--- src/rtl/tetris_pkg.sv ---
// Shared definitions for the input path and the grid controller.
//   - CMD_*   : 4-bit command codes driven on controller_out / controller_in
//   - BTN_*   : bit positions of the buttons in the 8-bit pad frame
//   - S_*     : pad protocol FSM state encodings
//   - decode_buttons / is_repeatable : command priority and repeat class
package tetris_pkg;

  localparam logic [3:0] CMD_NONE    = 4'b0000;
  localparam logic [3:0] CMD_LEFT    = 4'b0001;
  localparam logic [3:0] CMD_RIGHT   = 4'b0010;
  localparam logic [3:0] CMD_DOWN    = 4'b0011;
  localparam logic [3:0] CMD_START   = 4'b0100;
  localparam logic [3:0] CMD_ROT_CW  = 4'b0101;
  localparam logic [3:0] CMD_ROT_CCW = 4'b0110;
  localparam logic [3:0] CMD_DROP    = 4'b0111;

  localparam int BTN_A      = 0;
  localparam int BTN_B      = 1;
  localparam int BTN_SELECT = 2;
  localparam int BTN_START  = 3;
  localparam int BTN_UP     = 4;
  localparam int BTN_DOWN   = 5;
  localparam int BTN_LEFT   = 6;
  localparam int BTN_RIGHT  = 7;

  localparam logic [2:0] S_IDLE   = 3'd0;
  localparam logic [2:0] S_LATCH  = 3'd1;
  localparam logic [2:0] S_SAMPLE = 3'd2;
  localparam logic [2:0] S_CLK_LO = 3'd3;
  localparam logic [2:0] S_CLK_HI = 3'd4;
  localparam logic [2:0] S_DECODE = 3'd5;

  // Highest-priority command present in an active-high button frame.
  // Select never contributes; Left+Right together cancel and fall through.
  function automatic logic [3:0] decode_buttons(input logic [7:0] b);
    logic [3:0] c;
    c = CMD_NONE;
    if (b[BTN_START])                      c = CMD_START;
    else if (b[BTN_UP])                    c = CMD_DROP;
    else if (b[BTN_A])                     c = CMD_ROT_CW;
    else if (b[BTN_B])                     c = CMD_ROT_CCW;
    else if (b[BTN_LEFT] && !b[BTN_RIGHT]) c = CMD_LEFT;
    else if (b[BTN_RIGHT] && !b[BTN_LEFT]) c = CMD_RIGHT;
    else if (b[BTN_DOWN])                  c = CMD_DOWN;
    return c;
  endfunction

  function automatic logic is_repeatable(input logic [3:0] c);
    return (c == CMD_LEFT) || (c == CMD_RIGHT) || (c == CMD_DOWN);
  endfunction

endpackage

--- src/rtl/nes_pad_shifter.sv ---
// NES pad protocol engine: periodic latch/clock/sample of the 8 serial
// buttons.
//   clk, reset        : system clock, async active-high reset
//   pad_data          : serial data from pad (active-low, async to clk)
//   pad_latch         : parallel-load strobe to pad
//   pad_clk           : shift clock to pad, idles high
//   frame[7:0]        : active-high button frame, valid while frame_done
//   frame_done        : one-cycle pulse once all 8 bits are captured
module nes_pad_shifter
  import tetris_pkg::*;
#(
  parameter int unsigned CLK_DIV       = 300,
  parameter int unsigned POLL_INTERVAL = 833333
) (
  input  logic       clk,
  input  logic       reset,
  input  logic       pad_data,
  output logic       pad_latch,
  output logic       pad_clk,
  output logic [7:0] frame,
  output logic       frame_done
);

  localparam int TW = $clog2(POLL_INTERVAL);
  localparam int DW = $clog2(CLK_DIV);

  logic          sync1_q, sync2_q;
  logic [2:0]    state_q, state_d;
  logic [TW-1:0] timer_q, timer_d;
  logic [DW-1:0] div_q, div_d;
  logic [2:0]    bit_cnt_q, bit_cnt_d;
  logic [7:0]    shreg_q, shreg_d;
  logic          pad_latch_q, pad_latch_d;
  // Stored inverted so that every register clears to 0 on reset while
  // pad_clk still idles high.
  logic          pad_clk_lo_q, pad_clk_lo_d;
  logic          poll_start, phase_end;

  assign poll_start = (timer_q == TW'(POLL_INTERVAL - 1));
  assign phase_end  = (div_q == DW'(CLK_DIV - 1));

  always_comb begin
    // Timer free-runs in every state so poll starts are strictly periodic.
    timer_d   = poll_start ? '0 : timer_q + TW'(1);
    state_d   = state_q;
    div_d     = div_q;
    bit_cnt_d = bit_cnt_q;
    shreg_d   = shreg_q;
    case (state_q)
      S_IDLE: begin
        if (poll_start) begin
          state_d   = S_LATCH;
          div_d     = '0;
          bit_cnt_d = '0;
        end
      end
      S_LATCH: begin
        if (phase_end) begin
          state_d = S_SAMPLE;
          div_d   = '0;
        end else begin
          div_d = div_q + DW'(1);
        end
      end
      S_SAMPLE: begin
        shreg_d[bit_cnt_q] = ~sync2_q;
        state_d            = (bit_cnt_q == 3'd7) ? S_DECODE : S_CLK_LO;
      end
      S_CLK_LO: begin
        if (phase_end) begin
          state_d = S_CLK_HI;
          div_d   = '0;
        end else begin
          div_d = div_q + DW'(1);
        end
      end
      S_CLK_HI: begin
        if (phase_end) begin
          state_d   = S_SAMPLE;
          div_d     = '0;
          bit_cnt_d = bit_cnt_q + 3'd1;
        end else begin
          div_d = div_q + DW'(1);
        end
      end
      S_DECODE: state_d = S_IDLE;
      default:  state_d = S_IDLE;
    endcase
    // Pad pins are registered from the next state so they line up with
    // state_q exactly and never glitch.
    pad_latch_d  = (state_d == S_LATCH);
    pad_clk_lo_d = (state_d == S_CLK_LO);
  end

  always_ff @(posedge clk or posedge reset) begin
    if (reset) begin
      sync1_q      <= 1'b0;
      sync2_q      <= 1'b0;
      state_q      <= S_IDLE;
      timer_q      <= '0;
      div_q        <= '0;
      bit_cnt_q    <= '0;
      shreg_q      <= '0;
      pad_latch_q  <= 1'b0;
      pad_clk_lo_q <= 1'b0;
    end else begin
      sync1_q      <= pad_data;
      sync2_q      <= sync1_q;
      state_q      <= state_d;
      timer_q      <= timer_d;
      div_q        <= div_d;
      bit_cnt_q    <= bit_cnt_d;
      shreg_q      <= shreg_d;
      pad_latch_q  <= pad_latch_d;
      pad_clk_lo_q <= pad_clk_lo_d;
    end
  end

  assign pad_latch  = pad_latch_q;
  assign pad_clk    = ~pad_clk_lo_q;
  assign frame      = shreg_q;
  assign frame_done = (state_q == S_DECODE);

endmodule

--- src/rtl/input_controller.sv ---
// Gamepad front end for the grid controller: polls the pad, reduces the
// buttons to one prioritised command and applies auto-repeat.
//   clk, reset          : system clock, async active-high reset
//   pad_data            : serial pad data (active-low, async)
//   pad_latch, pad_clk  : pad protocol outputs
//   controller_out[3:0] : command code (CMD_*), held between polls
//   cmd_valid           : one-cycle pulse for each newly emitted command
//   buttons[7:0]        : last captured frame, active-high
module input_controller
  import tetris_pkg::*;
#(
  parameter int unsigned CLK_DIV       = 300,
  parameter int unsigned POLL_INTERVAL = 833333,
  parameter int unsigned REPEAT_DELAY  = 10,
  parameter int unsigned REPEAT_RATE   = 3
) (
  input  logic       clk,
  input  logic       reset,
  input  logic       pad_data,
  output logic       pad_latch,
  output logic       pad_clk,
  output logic [3:0] controller_out,
  output logic       cmd_valid,
  output logic [7:0] buttons
);

  logic [7:0] frame;
  logic       frame_done;

  nes_pad_shifter #(
    .CLK_DIV      (CLK_DIV),
    .POLL_INTERVAL(POLL_INTERVAL)
  ) u_shifter (
    .clk       (clk),
    .reset     (reset),
    .pad_data  (pad_data),
    .pad_latch (pad_latch),
    .pad_clk   (pad_clk),
    .frame     (frame),
    .frame_done(frame_done)
  );

  logic [3:0] out_q, out_d;
  logic       vld_q, vld_d;
  logic [7:0] btn_q, btn_d;
  logic [3:0] prev_q, prev_d;
  logic [7:0] hold_q, hold_d;
  logic [7:0] rate_q, rate_d;
  logic [3:0] code;
  logic [7:0] rate_inc;
  logic       emit;

  assign code     = decode_buttons(frame);
  assign rate_inc = rate_q + 8'd1;

  always_comb begin
    out_d  = out_q;
    vld_d  = 1'b0;
    btn_d  = btn_q;
    prev_d = prev_q;
    hold_d = hold_q;
    rate_d = rate_q;
    emit   = 1'b0;
    if (frame_done) begin
      btn_d  = frame;
      prev_d = code;
      if (code == CMD_NONE) begin
        hold_d = '0;
        rate_d = '0;
      end else if (code != prev_q) begin
        emit   = 1'b1;
        hold_d = '0;
        rate_d = '0;
      end else begin
        hold_d = (hold_q == 8'hFF) ? 8'hFF : hold_q + 8'd1;
        if (hold_q < 8'(REPEAT_DELAY)) begin
          // First repeat fires on the poll where hold reaches the delay.
          emit = is_repeatable(code) && (hold_d == 8'(REPEAT_DELAY));
        end else if (rate_inc == 8'(REPEAT_RATE)) begin
          emit   = is_repeatable(code);
          rate_d = '0;
        end else begin
          rate_d = rate_inc;
        end
      end
      out_d = emit ? code : CMD_NONE;
      vld_d = emit;
    end
  end

  always_ff @(posedge clk or posedge reset) begin
    if (reset) begin
      out_q  <= CMD_NONE;
      vld_q  <= 1'b0;
      btn_q  <= '0;
      prev_q <= CMD_NONE;
      hold_q <= '0;
      rate_q <= '0;
    end else begin
      out_q  <= out_d;
      vld_q  <= vld_d;
      btn_q  <= btn_d;
      prev_q <= prev_d;
      hold_q <= hold_d;
      rate_q <= rate_d;
    end
  end

  assign controller_out = out_q;
  assign cmd_valid      = vld_q;
  assign buttons        = btn_q;

endmodule

--- config.mk ---
export PLATFORM = sky130hd
export DESIGN_NAME = input_controller
export DESIGN_NICKNAME = d
export VERILOG_FILES = /design/src/rtl/tetris_pkg.sv /design/src/rtl/nes_pad_shifter.sv /design/src/rtl/input_controller.sv
export SDC_FILE = /design/constraint.sdc
export NUM_CORES = 1
export LEC_CHECK = 0
export BUFFER_PORTS_ARGS = -buffer_cell sky130_fd_sc_hd__buf_2
export CORE_MARGIN = 3
export CORE_UTILIZATION = 64
export CTS_BUF_LIST = sky130_fd_sc_hd__clkbuf_4
export CTS_CLUSTER_DIAMETER = 30
export DETAILED_ROUTE_END_ITERATION = 10
export HOLD_SLACK_MARGIN = 0.05
export PLACE_DENSITY = 0.82
export SLEW_MARGIN = 5
export SYNTH_ARGS = -nofsm -noshare
export SYNTH_HDL_FRONTEND = slang
export SYNTH_SLANG_ARGS = --single-unit
--- constraint.sdc ---
create_clock -name clk -period 3.8 [get_ports clk]
set_input_delay 0.95 -clock clk [delete_from_list [all_inputs] [get_ports clk]]
set_output_delay 0.95 -clock clk [all_outputs]
set_load 0.01 [all_outputs]
==> results.txt <==
----------------------------------------------------
[Run status]
  Result of the run ... finished, final reports clean

[Setup path]
  Critical Path RT ... 4130 ps
  Worst endpoint data arrival time ... 2770 ps
  Worst setup SP type ... flip-flop
  Start-to-end type of the worst setup path ... flip-flop to flip-flop
  Maximum fanout count along the critical path ... 8
  Element type at the critical path end ... flip-flop

[Clock tree]
  Clock Tree Buf Depth ... 2
  CTS HTree Levels ... 3
  Post-CTS Setup Bufs ... 0
  Clock sinks ... 78
  CTS tree ... yes
  Clock Root Buffer ... sky130_fd_sc_hd__clkbuf_4
  # resized after CTS ... 0
  Insertion delay to the later sink of the worst-skew pair ... 440 ps
  Num CTS Buffers ... 9
  Register clock-pin slew on the reported worst setup and hold paths ... 130 ps
  Post-CTS Hold Buffers ... 0

[Detailed routing]
  Total wirelength of the detailed-routed design ... 8300 um
  Count of nets left with antenna violations after detail routing ... 0
  Number of DRC markers in iteration 0 ... 194
  Detailed-route vias per instance ... 6.27
  1st-pass router iterations ... 5
  Routed len/inst ... 15.4 um
  Number of vias in the routed layout ... 3,373
  Drt drc ... 0

[Synthesis]
  Most used DFF post-synth ... sky130_fd_sc_hd__dfrtp_1
  Post-synthesis sequential area ratio ... 0.479
  Count of flip-flops with a built-in enable after synthesis ... 0
  Post-Synthesis Net Count ... 455
  Library cells used by synthesis ... 56
  Synthesis warning total ... 0
  Async set-reset flop share out of synthesis ... 1.00
  Synth Register Bits ... 78
  Post-synthesis instance total ... 444
  Mean Syn Cell Area ... 9.17 um^2
  Summed instance area of the synthesized netlist ... 4070 um^2

[Layout]
  Antenna Cells ... 0
  Filler-free cell count of the finished design ... 538
  Layout cell share with drive strength beyond 1 ... 0.0994
  Post-layout instance area ... 4390 um^2
  Synthesis-to-layout area growth ... 7.68%
  Nets@finish ... 469
  Most used cells in the layout excluding fill and tap cells ... 78 x sky130_fd_sc_hd__dfrtp_1, 54 x sky130_fd_sc_hd__nand2_1, 35 x sky130_fd_sc_hd__nor2_1, 29 x sky130_fd_sc_hd__nand3_1, 26 x sky130_fd_sc_hd__o21ai_0
  Most common cell after layout, fill and taps aside ... sky130_fd_sc_hd__dfrtp_1

[Power and ir drop]
  Pwr/cell area ... 322 nW/um^2
  Final Power ... 1.41 mW
  Leakage ... 1.87 nW
  VDD IR max ... 0.235 mV

[Timing]
  Final-report max-slew violation count ... 0
  Final worst slack ... 1360 ps
  Worst Skew ... 18.9 ps
  Total count of hold-check failures in the final report ... 0
  Tightest Pin Transition ... 823 ps
  Max Clock Freq ... 410 MHz
  Post-layout minimum cycle time ... 2440 ps
  Final critical-path share of the clock period ... 0.643
  RSZ-0062 raised after global routing ... no
  Number of setup violations in the final report ... 0
  Relative slew slack ... 0.450
  Accumulated negative setup slack ... 0 ps

[Placed design]
  Routability cong. ... 0.912
  Cell area reported after detailed placement ... 4230 um^2
  Instance count after placement with tap cells included ... 522
  Post-Place Setup Slack ... 1350 ps
  Count of port buffers added during placement ... 16
  HPWL after detailed placement ... 5840 um

[Global routing]
  Global-route wire length before repair ... 14,400 um
  Pin count of the biggest net entering global routing ... 38
  Number of global-route vias before repair ... 3,209
  Global route total overflow ... 0
  Global-route total usage across every layer ... 0.243
  Number of antenna violations at the first check in global routing ... 0

[Floorplan]
  Horizontal extent of the die ... 85.8 um
  Row count ... 28
  Initial core utilization ... 0.676
  Number of top-level design ports ... 18
  Full die area ... 7360 um^2
  Core area ... 6030 um^2
  Vertical die dimension ... 85.8 um

[Hold path]
  Classification of the worst-slack hold path ... flip-flop to flip-flop

[Run]
  Maxcap violations ... 0

----------------------------------------------------
## final timing paths
kind / start / endpoint / slack, ps / cells after the start
min: u_shifter.sync1_q / u_shifter.sync2_q / 370 / 0
max in group asynchronous: reset / u_shifter.timer_q[19] / 2370 / 3
min reg2reg: u_shifter.sync1_q / u_shifter.sync2_q / 370 / 0
max: u_shifter.timer_q[0] / u_shifter.timer_q[18] / 1360 / 8
max reg2reg: u_shifter.timer_q[0] / u_shifter.timer_q[18] / 1360 / 8
min in group asynchronous: reset / buttons[2] / 620 / 2
## power breakdown
group          total [mW]  internal, mW  switching [mW]
Sequential          0.832         0.831         0.00141
Combinational      0.0184       0.00223          0.0162
Clock               0.562         0.273           0.289
## worst max-delay path, stage by stage (launching register included)
cell and delay [ps]:
sky130_fd_sc_hd__dfrtp_1 420, sky130_fd_sc_hd__inv_1 70, sky130_fd_sc_hd__ha_1 130, sky130_fd_sc_hd__or4bb_1 380, sky130_fd_sc_hd__or3_1 410, sky130_fd_sc_hd__nor2_1 420
sky130_fd_sc_hd__buf_4 250, sky130_fd_sc_hd__a211oi_1 50, sky130_fd_sc_hd__a31o_2 210
## cells in the mapped netlist, drive strengths merged, types with 3 or more instances
| cell | number | area share |
|---|---|---|
| inv | 20 | 0.018 |
| ha | 8 | 0.025 |
| nand4 | 18 | 0.028 |
| or3 | 3 | 0.0046 |
| nor4 | 4 | 0.0077 |
| a41oi | 3 | 0.0065 |
| o21ai | 26 | 0.032 |
| nor3 | 11 | 0.014 |
| nand2 | 54 | 0.050 |
| clkbuf | 18 | 0.017 |
| mux2i | 4 | 0.0098 |
| nor2 | 35 | 0.032 |
| nor3b | 3 | 0.0055 |
| nand3 | 29 | 0.036 |
| a21oi | 21 | 0.026 |
| o211ai | 3 | 0.0055 |
| a31oi | 12 | 0.018 |
| xor2 | 10 | 0.022 |
| nand2b | 4 | 0.0061 |
| and2 | 5 | 0.0077 |
| o311ai | 3 | 0.0065 |
| xnor2 | 12 | 0.026 |
| o31ai | 7 | 0.013 |
| o22ai | 3 | 0.0046 |
| or4b | 3 | 0.0083 |
| dfrtp | 78 | 0.48 |
| o31a | 3 | 0.0065 |
| a211oi | 3 | 0.0055 |
| nor2b | 8 | 0.012 |
## metrics by stage
step / hold WS [ps] / utilization
global placement: 332 / 0.701
detailed placement: 346 / 0.701
finish: 369 / 0.728
floorplan: 331 / -
CTS: 375 / 0.728
global route: 378 / 0.728
## routing by layer
metal,vias up,track usage,part of all wire
met4,0,0.125,0.028
met1,1618,0.320,0.46
li1,1649,-,-
met2,81,0.392,0.47
met3,25,0.0375,0.039
met5,-,0,0
## kinds of logic after synthesis
kind of cell               count (synthesis)  synth area share
AOI/OAI and AO/OA                        103             0.165
xor gates and xnor gates                  22            0.0473
adders and majority gates                  8            0.0246
buffers and inverters                     40            0.0378
DFF                                       78             0.479
muxes                                      6            0.0163
other                                      1          0.000921
and+or+nand+nor                          186             0.229
## state kept, by name (all words and copies together) (netlist names)
| signal | flops |
|---|---|
| prev_q | 3 |
| hold_q | 8 |
| u_shifter.pad_latch | 1 |
| u_shifter.div_q | 9 |
| u_shifter.sync2_q | 1 |
| u_shifter.sync1_q | 1 |
| rate_q | 8 |
| u_shifter.bit_cnt_q | 3 |
| u_shifter.timer_q | 20 |
| cmd_valid | 1 |
| controller_out | 3 |
| u_shifter.pad_clk_lo_q | 1 |
| u_shifter.frame | 8 |
| u_shifter.state_q | 3 |
| buttons | 8 |
## final cells by class
type                    count  area [um^2]
inverters                  20         75.1
clock buffers              10         75.1
flip-flops and latches     78         1950
fillers                   458         1640
well taps                  75         93.8
multi-input cells         326         1970
repair buffers             23          133
clock inverters             6         85.1
No activity file was read; power rests on OpenSTA's default activity.
